`src/rtl/led_pixel_fetch_if.sv`:
```
// Buffer-read and pixel-stream signals between led_pixel_fetch and its neighbours.
// slave is the fetch block's view; master is the controller/buffer/serializer side.
interface led_pixel_fetch_if #(
    parameter int unsigned DATA_WIDTH    = 8,
    parameter int unsigned ADDRESS_WIDTH = 7,
    parameter int unsigned PIX_WIDTH     = 6
);
    logic                      start;
    logic [PIX_WIDTH-1:0]      num_pixels;
    logic                      ren;
    logic [ADDRESS_WIDTH-1:0]  raddr;
    logic [DATA_WIDTH-1:0]     rdata;
    logic                      pixel_valid;
    logic                      pixel_ready;
    logic [3*DATA_WIDTH-1:0]   pixel_data;
    logic                      pixel_last;
    logic                      busy;
    logic                      done;

    modport slave (
        input  start, num_pixels, rdata, pixel_ready,
        output ren, raddr, pixel_valid, pixel_data, pixel_last, busy, done
    );

    modport master (
        output start, num_pixels, rdata, pixel_ready,
        input  ren, raddr, pixel_valid, pixel_data, pixel_last, busy, done
    );
endinterface

```
`src/rtl/led_pixel_fetch.sv`:
```
// Streams one frame of RGB pixels out of a byte-wide pixel buffer: three reads
// per pixel, assembled MSB-first, presented with a valid/ready handshake.
module led_pixel_fetch #(
    parameter int unsigned MEMORY_SIZE   = 128,
    parameter int unsigned DATA_WIDTH    = 8,
    parameter int unsigned ADDRESS_WIDTH = $clog2(MEMORY_SIZE)
) (
    input  logic               clk,
    input  logic               rst_n,
    led_pixel_fetch_if.slave   bus
);
    localparam int unsigned MAX_PIXELS = MEMORY_SIZE / 3;
    localparam int unsigned PIX_WIDTH  = $clog2(MAX_PIXELS + 1);
    localparam int unsigned PIX_BITS   = 3 * DATA_WIDTH;

    typedef enum logic [2:0] {
        S_IDLE,
        S_FETCH,
        S_FLUSH,
        S_PRESENT,
        S_DONE
    } state_t;

    state_t                   r_state, w_state;
    logic [1:0]               r_phase, w_phase;
    logic [PIX_WIDTH-1:0]     r_remain, w_remain;
    logic                     r_ren, w_ren;
    logic [ADDRESS_WIDTH-1:0] r_raddr, w_raddr;
    logic                     r_pixel_valid, w_pixel_valid;
    logic [PIX_BITS-1:0]      r_pixel_data, w_pixel_data;
    logic                     r_pixel_last, w_pixel_last;
    logic                     r_busy, w_busy;
    logic                     r_done, w_done;

    // State and registered outputs
    always_ff @(posedge clk or negedge rst_n) begin
        if (!rst_n) begin
            r_state       <= S_IDLE;
            r_phase       <= 2'd0;
            r_remain      <= '0;
            r_ren         <= 1'b0;
            r_raddr       <= '0;
            r_pixel_valid <= 1'b0;
            r_pixel_data  <= '0;
            r_pixel_last  <= 1'b0;
            r_busy        <= 1'b0;
            r_done        <= 1'b0;
        end else begin
            r_state       <= w_state;
            r_phase       <= w_phase;
            r_remain      <= w_remain;
            r_ren         <= w_ren;
            r_raddr       <= w_raddr;
            r_pixel_valid <= w_pixel_valid;
            r_pixel_data  <= w_pixel_data;
            r_pixel_last  <= w_pixel_last;
            r_busy        <= w_busy;
            r_done        <= w_done;
        end
    end

    // Next state; read data lags ren by one cycle, so byte k lands in phase k+1
    always_comb begin
        w_state       = r_state;
        w_phase       = r_phase;
        w_remain      = r_remain;
        w_ren         = 1'b0;
        w_raddr       = r_raddr;
        w_pixel_valid = r_pixel_valid;
        w_pixel_data  = r_pixel_data;
        w_pixel_last  = r_pixel_last;

        case (r_state)
            S_IDLE: begin
                if (bus.start) begin
                    if (bus.num_pixels != '0) begin
                        w_remain = (bus.num_pixels > PIX_WIDTH'(MAX_PIXELS))
                                   ? PIX_WIDTH'(MAX_PIXELS) : bus.num_pixels;
                        w_raddr  = '0;
                        w_ren    = 1'b1;
                        w_phase  = 2'd0;
                        w_state  = S_FETCH;
                    end else begin
                        w_state  = S_DONE;
                    end
                end
            end
            S_FETCH: begin
                w_phase = r_phase + 2'd1;
                if (r_phase == 2'd1) begin
                    w_pixel_data[PIX_BITS-1 -: DATA_WIDTH] = bus.rdata;
                end
                if (r_phase == 2'd2) begin
                    w_pixel_data[2*DATA_WIDTH-1 -: DATA_WIDTH] = bus.rdata;
                    w_state = S_FLUSH;
                end else begin
                    w_ren   = 1'b1;
                    w_raddr = r_raddr + ADDRESS_WIDTH'(1);
                end
            end
            S_FLUSH: begin
                w_pixel_data[DATA_WIDTH-1:0] = bus.rdata;
                w_pixel_valid = 1'b1;
                w_pixel_last  = (r_remain == PIX_WIDTH'(1));
                w_state       = S_PRESENT;
            end
            S_PRESENT: begin
                if (bus.pixel_ready) begin
                    w_pixel_valid = 1'b0;
                    w_pixel_last  = 1'b0;
                    w_remain      = r_remain - PIX_WIDTH'(1);
                    if (r_remain > PIX_WIDTH'(1)) begin
                        w_ren   = 1'b1;
                        w_raddr = r_raddr + ADDRESS_WIDTH'(1);
                        w_phase = 2'd0;
                        w_state = S_FETCH;
                    end else begin
                        w_state = S_DONE;
                    end
                end
            end
            S_DONE: begin
                w_state = S_IDLE;
            end
            default: begin
                w_state = S_IDLE;
            end
        endcase

        w_busy = (w_state != S_IDLE);
        w_done = (w_state == S_DONE);
    end

    assign bus.ren         = r_ren;
    assign bus.raddr       = r_raddr;
    assign bus.pixel_valid = r_pixel_valid;
    assign bus.pixel_data  = r_pixel_data;
    assign bus.pixel_last  = r_pixel_last;
    assign bus.busy        = r_busy;
    assign bus.done        = r_done;
endmodule

```
`src/flat_wrapper.sv`:
```
// flat-port wrapper written by rule: the top's interface ports become plain ports
module led_pixel_fetch_flat 
#(
    parameter int unsigned MEMORY_SIZE   = 128,
    parameter int unsigned DATA_WIDTH    = 8,
    parameter int unsigned ADDRESS_WIDTH = $clog2(MEMORY_SIZE)
)
  (clk, rst_n, bus_start, bus_num_pixels, bus_rdata, bus_pixel_ready, bus_ren, bus_raddr, bus_pixel_valid, bus_pixel_data, bus_pixel_last, bus_busy, bus_done);
  led_pixel_fetch_if #(.DATA_WIDTH(DATA_WIDTH), .ADDRESS_WIDTH(ADDRESS_WIDTH), .PIX_WIDTH(6)) bus_i ();
  input  logic clk;
  input  logic rst_n;
  input wire logic [$bits(bus_i.start)-1:0] bus_start;
  input wire logic [$bits(bus_i.num_pixels)-1:0] bus_num_pixels;
  input wire logic [$bits(bus_i.rdata)-1:0] bus_rdata;
  input wire logic [$bits(bus_i.pixel_ready)-1:0] bus_pixel_ready;
  output wire logic [$bits(bus_i.ren)-1:0] bus_ren;
  output wire logic [$bits(bus_i.raddr)-1:0] bus_raddr;
  output wire logic [$bits(bus_i.pixel_valid)-1:0] bus_pixel_valid;
  output wire logic [$bits(bus_i.pixel_data)-1:0] bus_pixel_data;
  output wire logic [$bits(bus_i.pixel_last)-1:0] bus_pixel_last;
  output wire logic [$bits(bus_i.busy)-1:0] bus_busy;
  output wire logic [$bits(bus_i.done)-1:0] bus_done;
  assign bus_i.start = bus_start;
  assign bus_i.num_pixels = bus_num_pixels;
  assign bus_i.rdata = bus_rdata;
  assign bus_i.pixel_ready = bus_pixel_ready;
  assign bus_ren = bus_i.ren;
  assign bus_raddr = bus_i.raddr;
  assign bus_pixel_valid = bus_i.pixel_valid;
  assign bus_pixel_data = bus_i.pixel_data;
  assign bus_pixel_last = bus_i.pixel_last;
  assign bus_busy = bus_i.busy;
  assign bus_done = bus_i.done;
  led_pixel_fetch #(.MEMORY_SIZE(MEMORY_SIZE), .DATA_WIDTH(DATA_WIDTH), .ADDRESS_WIDTH(ADDRESS_WIDTH)) u_core (.clk(clk), .rst_n(rst_n), .bus(bus_i));
endmodule
```
`config.mk`:
```
export PLATFORM = sky130hd
export DESIGN_NAME = led_pixel_fetch_flat
export DESIGN_NICKNAME = d
export VERILOG_FILES = /design/src/rtl/led_pixel_fetch_if.sv /design/src/rtl/led_pixel_fetch.sv /design/src/flat_wrapper.sv
export SDC_FILE = /design/constraint.sdc
export NUM_CORES = 1
export LEC_CHECK = 0
export CELL_PAD_IN_SITES_DETAIL_PLACEMENT = 1
export CELL_PAD_IN_SITES_GLOBAL_PLACEMENT = 2
export CORE_UTILIZATION = 34
export CTS_CLUSTER_DIAMETER = 40
export DETAILED_ROUTE_END_ITERATION = 12
export GPL_TIMING_DRIVEN = 0
export PLACE_DENSITY = 0.89
export SYNTH_ARGS = -nofsm -noshare
export SYNTH_HDL_FRONTEND = slang
export SYNTH_SLANG_ARGS = --single-unit
```
`constraint.sdc`:
```
create_clock -name clk -period 3 [get_ports clk]
set_input_delay 0.6 -clock clk [delete_from_list [all_inputs] [get_ports clk]]
set_output_delay 0.6 -clock clk [all_outputs]
set_load 0.01 [all_outputs]
```
# After elaboration in Yosys (flattened, before gate mapping)
# Cells that the tools add are included.
# Widths: inputs -> output; s select.
# classes
add_sub_neg	3
magnitude_cmp	2
n_eq_ne	12
muxes	31
reduce_logical	12
# op_table
operator	count
$mux 7	5
$mux 6	4
$pmux 7 s3	1
$mux 3	5
$pmux 3 s4	1
$pmux 6 s2	1
$mux 2	4
$add 7x1->7 const B	1
$eq 3x2->1 const B	2
$eq 6x1->1 const B	1
$gt 6x1->1 const B	1
$gt 6x6->1 const B	1
$mux 1	6
$ne 2x2->1 const B	3
$pmux 2 s3	1
$reduce_and 2->1	3
$reduce_and 6->1	1
$reduce_bool 3->1	2
$reduce_bool 6->1	1
$sub 6x1->6 const B	1
$reduce_and 5->1	1
$ne 2x1->1 const B	2
$pmux 1 s2	2
$reduce_and 4->1	1
8 further kinds	9
# word_totals
ff_bits	47
input_bits	18
output_inout_bits	36
wordCells	72

# Logic depth before layout (Yosys ltp)
# Gate-level depths: netlist (run 1).
# logic_depth
word_depth	5
mapped_depth	6
depth_no_buf	6

# Worst setup path after synthesis (run 1)
# Ideal clock, no wire load.
# synth_path
kind	input to register
startpoint	input bus_start
endpoint	register u_core.r_remain[1]
setup_ps	127
arrival_ps	1824
t_required_ps	2873
setup_slack_ps	1048
path_stages	5
n_path_buf	1
cell_sequence	or4b_4 -> a31o_1 -> buf_2 -> nand2_2 -> mux2_1
# synth_via
elab_chain_cells	2
# synth_lines
element	line	source
start, declared	flat_wrapper.sv:12	input wire logic [$bits(bus_i.start)-1:0] bus_start;
$ne 2x2->1 (no source line)	-	
$reduce_and 4->1 (no source line)	-	
end signal, assigned	led_pixel_fetch.sv:51	r_remain <= w_remain;
end, declared	led_pixel_fetch.sv:26	logic [PIX_WIDTH-1:0] r_remain, w_remain;
# Every way passes these cells.
# A chain may end at the register's enable or synchronous reset.

# Final worst setup path (run 1)
# Same ends and word-level chain as after synthesis.

==> results of run 1 <==
==> area by class of cell <==
cell class / count / area, sq um
multi-input combinational: 136 / 1047
tap: 77 / 96.34
clock buffer: 6 / 82.58
clock inverter: 2 / 38.79
fill: 684 / 3400
buffer: 9 / 48.80
sequential: 47 / 1176
timing repair buffer: 53 / 535.5
inverter: 9 / 33.78
==> stage by stage <==
step	setup WS [ps]	hold slack, ps	std cells
3_3_place_gp	-33.73	462.4	330
4_1_cts	709.8	281.3	339
2_1_floorplan	1048	304.4	201
3_5_place_dp	390.6	471.1	331
6_report	711.2	261.1	339
5_1_grt	661.4	283.3	339
==> sequential cells by signal, indices dropped and copies added, names as in the netlist, 2 cells and up <==
signal / count
u_core.bus.raddr: 7
u_core.r_state: 3
u_core.bus.pixel_data: 24
u_core.r_phase: 2
u_core.r_remain: 6
==> Yosys cell counts (all sizes together) (2+ instances only) <==
master,instances,area share
clkbuf,2,0.0033
mux2,26,0.13
or4,3,0.011
nand2,11,0.019
buf,7,0.018
a211oi,2,0.0065
a21oi,14,0.030
o21ai,5,0.012
nand3b,3,0.0098
o22ai,4,0.017
a21o,2,0.0065
nor3,4,0.0087
o22a,2,0.0076
o211ai,4,0.015
dfrtp,47,0.51
or2,2,0.0054
and2,3,0.0081
inv,9,0.015
a22o,2,0.0076
nand3,3,0.0065
o32ai,2,0.0076
mux2i,5,0.022
a31oi,3,0.011
nor2,11,0.019
or3,2,0.0054
nor3b,4,0.013
ha,5,0.027
==> report_power, final <==
group          internal, uW  switching [uW]  leakage, uW
clock                   274             216    0.0000618
sequential              917             202     0.000573
combinational           836             678     0.000623
==> kinds of logic (layout without fill, tap and decap cells) <==
group	count (synthesis)	after routing	synth area share
compound gates	48	48	0.1503
buf+inv	18	79	0.03581
fa+ha+maj	5	5	0.02713
simple gates	52	52	0.1281
mux	31	31	0.1487
flops	47	47	0.5100
==> routing by layer <==
metal  up-vias  GRT usage  part of all wire
li1        864          -                 -
met1       907     0.2318              0.47
met2        31     0.2936              0.49
met3         7    0.03441             0.030
met4         0    0.04931             0.014
met5         -          0                 0
==> final timing paths <==
path	endpoint	slack, ps
worst max-delay path	u_core.r_remain[1]	710
worst min-delay path	u_core.bus.pixel_data[5]	260
worst max register to register	u_core.r_remain[1]	980
worst min register to register	u_core.bus.raddr[6]	480
max in group asynchronous	u_core.bus.raddr[4]	2210
min in group clk	u_core.bus.raddr[6]	480
==> critical path, stage by stage <==
cell	delay (ps)
clkdlybuf4s50_1	490
or4b_4	500
a31o_1	230
buf_2	200
nand2_2	120
mux2_1	330
==> summary.md, run 1 <==
- **run status** finished, violations left
- **failing checks** DRC
- **required time of the critical path** 3180 ps
- **number of antenna violations at the first check in global routing** 0
- **DR WL/cell** 16.47 microns
- **worst relative slew slack** 0.6296
- **Tot GR Track Use** 0.1750
- **min Tclk post-route** 2289 ps
- **Clock Skews** 5.656 ps
- **maximum number of pins on one net before global-route repair** 27
- **count of boundary I/O pins** 54
- **share of the core filled with cells** 0.4737
- **wire length of the first global-routing pass** 9770 microns
- **final-stage net count** 284
- **count of routing violations after the opening detailed-route iteration** 54
- **Die W** 84.36 microns
- **Static Leak** 0.001258 uW
- **floorplan core area** 6459 sq um
- **maximum frequency from static timing analysis** 0.4369 GHz
- **share of layout cells above drive strength 1** 0.1947
- **Worst-Skew Late Latency** 290 ps
- **number of synthesized flops with an enable pin** 0
- **FFs w/ async S/R, synth** 1.000
- **synthesized instance count** 201
- **post-CTS setup buffer count** 0
- **kind of end point of the critical path** flip-flop
- **number of antenna-violating nets in the routed design** 0
- **Synthesized Nets** 224
- **antenna diode count** 0
- **initial core utilization** 0.3570
- **mean post-synth cell area** 11.47 sq um
- **post_cts resized** 0
- **number of synthesized register bits** 47
- **Tightest Hold Check Type** in2async
- **vias in the first global route** 1,931
- **final clock period utilization by the worst path** 0.7629
- **routed via count divided by cell count** 5.336
- **Worst Reg2Reg Path Length in Cells** 5
- **global-route congestion overflow total** 0
- **Placed Area** 2938 sq um
- **post-route design area** 3059 sq um
- **predominant post-synthesis flop cell** dfrtp_1
- **iteration count of the initial detailed-routing pass** 8
- **power density over cell area** 1021 nW/um^2
- **DRC** 6
- **placed wire-length estimate after detailed placement** 4196 microns
- **total die area** 7116 sq um
- **number of hold buffers added after cts** 0
- **CTS H-Tree Depth** 2
- **RSZ-0062 raised after global routing** no
- **total power** 3123 uW
- **number of buffers on the longest clock path** 2
- **Synth cell types** 52
- **number of warnings printed during yosys synthesis** 0
- **commonest cells after routing, fill and taps aside** clkdlybuf4s50_1 (51), dfrtp_1 (47), mux2_2 (25), a21oi_1 (14)
- **number of buffer cells added on primary ports** 52
- **Die Span Y** 84.36 microns
- **number of vias in the routed layout** 1,809
- **Synth-to-Final Area Change** 32.66%
- **placer congestion estimate** 0.7512
- **slew at the pin with the worst max-slew slack** 555.0 ps
- **CP startpoint kind** primary input
- **Worst Setup Path Type** in2reg
- **post-synthesis instance area** 2306 sq um
- **VDD IR-drop max** 0.3407 mV
- **number of placement rows** 29
- **# setup viols final** 0
- **TritonCTS clock tree** yes
- **number of CTS-inserted buffers** 5
- **arrival time at the worst endpoint** 2470 ps
- **Worst setup startpoint** bus_start
- **leading cell type in the layout, fill and taps excluded** clkdlybuf4s50_1
- **Seq/Total Area, Yosys** 0.5100
- **maximum fanout along the worst path** 10
- **number of clock sinks** 47
- **Root Buffer** clkbuf_8
- **clock slew at the register clock pins of the worst setup and hold paths** 90 ps
- **Max Slew Vio Count** 0
- **post-route setup TNS** 0 ps
- **count of final hold-check violations** 0
- **maximum capacitance violations** 0
- **Critical R2R Launch** u_core.r_state[1]
- **Total Wirelength** 5583 microns
Power figures use the tool's default switching activity.
==> run 2, diff against run 1 <==
--- a/config.mk
+++ b/config.mk
@@ -7,11 +7,11 @@
 export LEC_CHECK = 0
 export CELL_PAD_IN_SITES_DETAIL_PLACEMENT = 1
 export CELL_PAD_IN_SITES_GLOBAL_PLACEMENT = 2
-export CORE_UTILIZATION = 34
+export CORE_UTILIZATION = 29
 export CTS_CLUSTER_DIAMETER = 40
 export DETAILED_ROUTE_END_ITERATION = 12
 export GPL_TIMING_DRIVEN = 0
-export PLACE_DENSITY = 0.89
+export PLACE_DENSITY = 0.81
 export SYNTH_ARGS = -nofsm -noshare
 export SYNTH_HDL_FRONTEND = slang
 export SYNTH_SLANG_ARGS = --single-unit
==> constraint.sdc (replaced) <==
create_clock -name clk -period 1.9 [get_ports clk]
set_input_delay 0.38 -clock clk [delete_from_list [all_inputs] [get_ports clk]]
set_output_delay 0.38 -clock clk [all_outputs]
set_load 0.01 [all_outputs]
==> run 2 against run 1 <==
Against the previous run:
- the run still ends with DRC left
- clock skew rose by 1.5 ps
- die area rose by 17%
- final cell count rose by 10%
- design area rose by 4.5%
- critical path depth fell by 1
- flip-flop and latch count did not move
- worst hold slack got worse by 200 ps
- register-to-register slack got worse by 940 ps
- non-clock buffer count rose by 9
- worst setup slack got worse by 670 ps
- count of clock-buffer cells in the layout did not move
- utilization fell by 6.0 points
- critical endpoint unchanged
- largest power group unchanged
==> summary.md, run 2 (synthesis results as in run 1) <==
- **share of layout cells above drive strength 1** 0.2546, was 0.1947
- **initial core utilization** 0.2984, was 0.3570
- **Worst Reg2Reg Path Length in Cells** 5, unchanged
- **count of boundary I/O pins** 54, unchanged
- **Critical R2R Launch** u_core.r_state[1], unchanged
- **Tightest Hold Check Type** in2async, unchanged
- **register cell area after layout** 1179 sq um, was 1176 sq um
- **worst relative slew slack** 0.6230, was 0.6296
- **post-route design area** 3197 sq um, was 3059 sq um
- **Worst R2R Setup Slack** 40 ps, was 980 ps
- **failing checks** DRC, unchanged
- **final clock period utilization by the worst path** 0.9774
- **Max Slew Vio Count** 0, unchanged
- **number of hold buffers added after cts** 0, unchanged
- **DR WL/cell** 15.55 microns, was 16.47 microns
- **# setup viols final** 0, unchanged
- **post-route setup TNS** 0 ps, unchanged
- **Static Leak** 0.001325 uW, was 0.001258 uW
- **Tot GR Track Use** 0.1518, was 0.1750
- **Die W** 91.17 microns, was 84.36 microns
- **number of CTS-inserted buffers** 5, unchanged
- **number of buffers on the longest clock path** 2, unchanged
- **placed wire-length estimate after detailed placement** 4230 microns, was 4196 microns
- **RSZ-0062 raised after global routing** no, unchanged
- **kind of end point of the critical path** flip-flop, unchanged
- **VDD IR-drop max** 0.4467 mV, was 0.3407 mV
- **number of clock sinks** 47, unchanged
- **Critical Path End** u_core.r_remain[1], unchanged
- **Total Wirelength** 5799 microns, was 5583 microns
- **total power** 5128 uW, was 3123 uW
- **required time of the critical path** 2090 ps, was 3180 ps
- **number of placement rows** 32, was 29
- **DRC** 2, was 6
- **count of final hold-check violations** 0, unchanged
- **commonest cells after routing, fill and taps aside** clkdlybuf4s50_1 (50), dfrtp_1 (45), mux2_2 (25), a21oi_1 (14), nand2_1 (10), was clkdlybuf4s50_1 (51), dfrtp_1 (47), mux2_2 (25), a21oi_1 (14)
- **maximum number of pins on one net before global-route repair** 25, was 27
- **arrival time at the worst endpoint** 2050 ps, was 2470 ps
- **area of the multi-input gates** 1077 sq um, was 1047 sq um
- **total die area** 8312 sq um, was 7116 sq um
- **run status** finished, violations left, unchanged
- **Synth-to-Final Area Change** 38.63%, was 32.66%
- **number of vias in the routed layout** 1,823, was 1,809
- **Placed Area** 2969 sq um, was 2938 sq um
- **Worst-Skew Late Latency** 300 ps, was 290 ps
- **slew at the pin with the worst max-slew slack** 565.5 ps, was 555.0 ps
- **share of the core filled with cells** 0.4137, was 0.4737
- **Worst setup startpoint** u_core.r_state[1], was bus_start
- **number of antenna-violating nets in the routed design** 0, unchanged
- **wire length of the first global-routing pass** 9956 microns, was 9770 microns
- **leading cell type in the layout, fill and taps excluded** clkdlybuf4s50_1, unchanged
- **maximum capacitance violations** 0, unchanged
- **iteration count of the initial detailed-routing pass** 8, unchanged
- **Die Span Y** 91.17 microns, was 84.36 microns
- **final-stage net count** 293, was 284
- **floorplan core area** 7727 sq um, was 6459 sq um
- **TritonCTS clock tree** yes, unchanged
- **CTS H-Tree Depth** 2, unchanged
- **worst flop-to-flop path endpoint** u_core.r_remain[1], unchanged
- **placer congestion estimate** 0.7551, was 0.7512
- **maximum frequency from static timing analysis** 0.5385 GHz
- **max reg flops** 24, unchanged
- **global-route congestion overflow total** 0, unchanged
- **antenna diode count** 0, unchanged
- **number of antenna violations at the first check in global routing** 0, unchanged
- **vias in the first global route** 1,905, was 1,931
- **count of routing violations after the opening detailed-route iteration** 59, was 54
- **Root Buffer** clkbuf_8, unchanged
- **clock slew at the register clock pins of the worst setup and hold paths** 90 ps, about the same
- **Worst Setup Path Type** reg2reg, was in2reg
- **maximum fanout along the worst path** 8, was 10
- **power density over cell area** 1604 nW/um^2, was 1021 nW/um^2
- **Clock Skews** 7.133 ps, was 5.656 ps
- **number of fill cells in the layout** 846, was 684
- **CP startpoint kind** flip-flop, was primary input
- **number of buffer cells added on primary ports** 52, unchanged
- **routed via count divided by cell count** 4.887, was 5.336
- **final hold slack** 64.39 ps, was 261.1 ps
- **min Tclk post-route** 1857 ps
run 2: cell types whose count changed in the layout (fill, tap and decap cells not counted), sizes merged:
cell / delta
buf: +9
dlygate4sd2: +1
clkdlybuf4s50: -1
run 2: routing by layer:
layer  up-vias  part of all wire  track usage  routed length (microns)
met5         -                 0            0                        0
met4         0            0.0050      0.03836                       29
met3         2             0.020      0.02680                      115
met2        28              0.50       0.2500                     2905
met1       917              0.47       0.2062                     2749
li1        876                 -            -                        -
run 2: how the worst min path moves through the flow:
| stage | startpoint | cells past startpoint | slack, ps | to |
|---|---|---|---|---|
| finish | rst_n | 1 | 60 | u_core.bus.pixel_data[13] |
| global route | rst_n | 1 | 100 | u_core.bus.pixel_data[13] |
| CTS | rst_n | 1 | 70 | u_core.bus.pixel_data[13] |
| detailed placement | rst_n | 1 | 410 | u_core.bus.pixel_data[13] |
| global placement | u_core.bus.pixel_valid | 1 | 480 | u_core.bus.pixel_valid |
| floorplan | rst_n | 0 | 80 | u_core.bus.busy |
run 2: stage by stage:
step	worst slack, ps	cells
floorplan	66.87	201
global placement	-928.4	355
detailed placement	-513.2	356
CTS	-11.18	364
global route	1.617	373
finish	42.97	373
run 2: critical path, cell delays in order, from the launching register on:
cell     delay [ps]
dfrtp_2         460
or4b_4          540
a31o_1          240
buf_6           150
nand2_4          70
mux2_4          300
run 2: power by group:
| group | internal (uW) | switching [uW] |
|---|---|---|
| clock network | 433 | 347 |
| registers | 1450 | 325 |
| logic | 1450 | 1120 |
| total | 3330 | 1800 |
run 2: area by class of cell:
cell class,count,area share
Sequential cell,47,0.3687
Multi-Input combinational cell,136,0.3370
Timing Repair Buffer,62,0.1883
Tap cell,102,0.03992
Clock buffer,6,0.02583
Buffer,9,0.01761
Clock inverter,2,0.01213
Inverter,9,0.01057
run 2: what timing repair did:
| item | CTS | global route |
|---|---|---|
| setup endpoints to repair | 6 | 19 |
| buffers inserted | 0 | 9 |
| gates resized for setup | 9 | 5 |
| pin swaps | 1 | 1 |
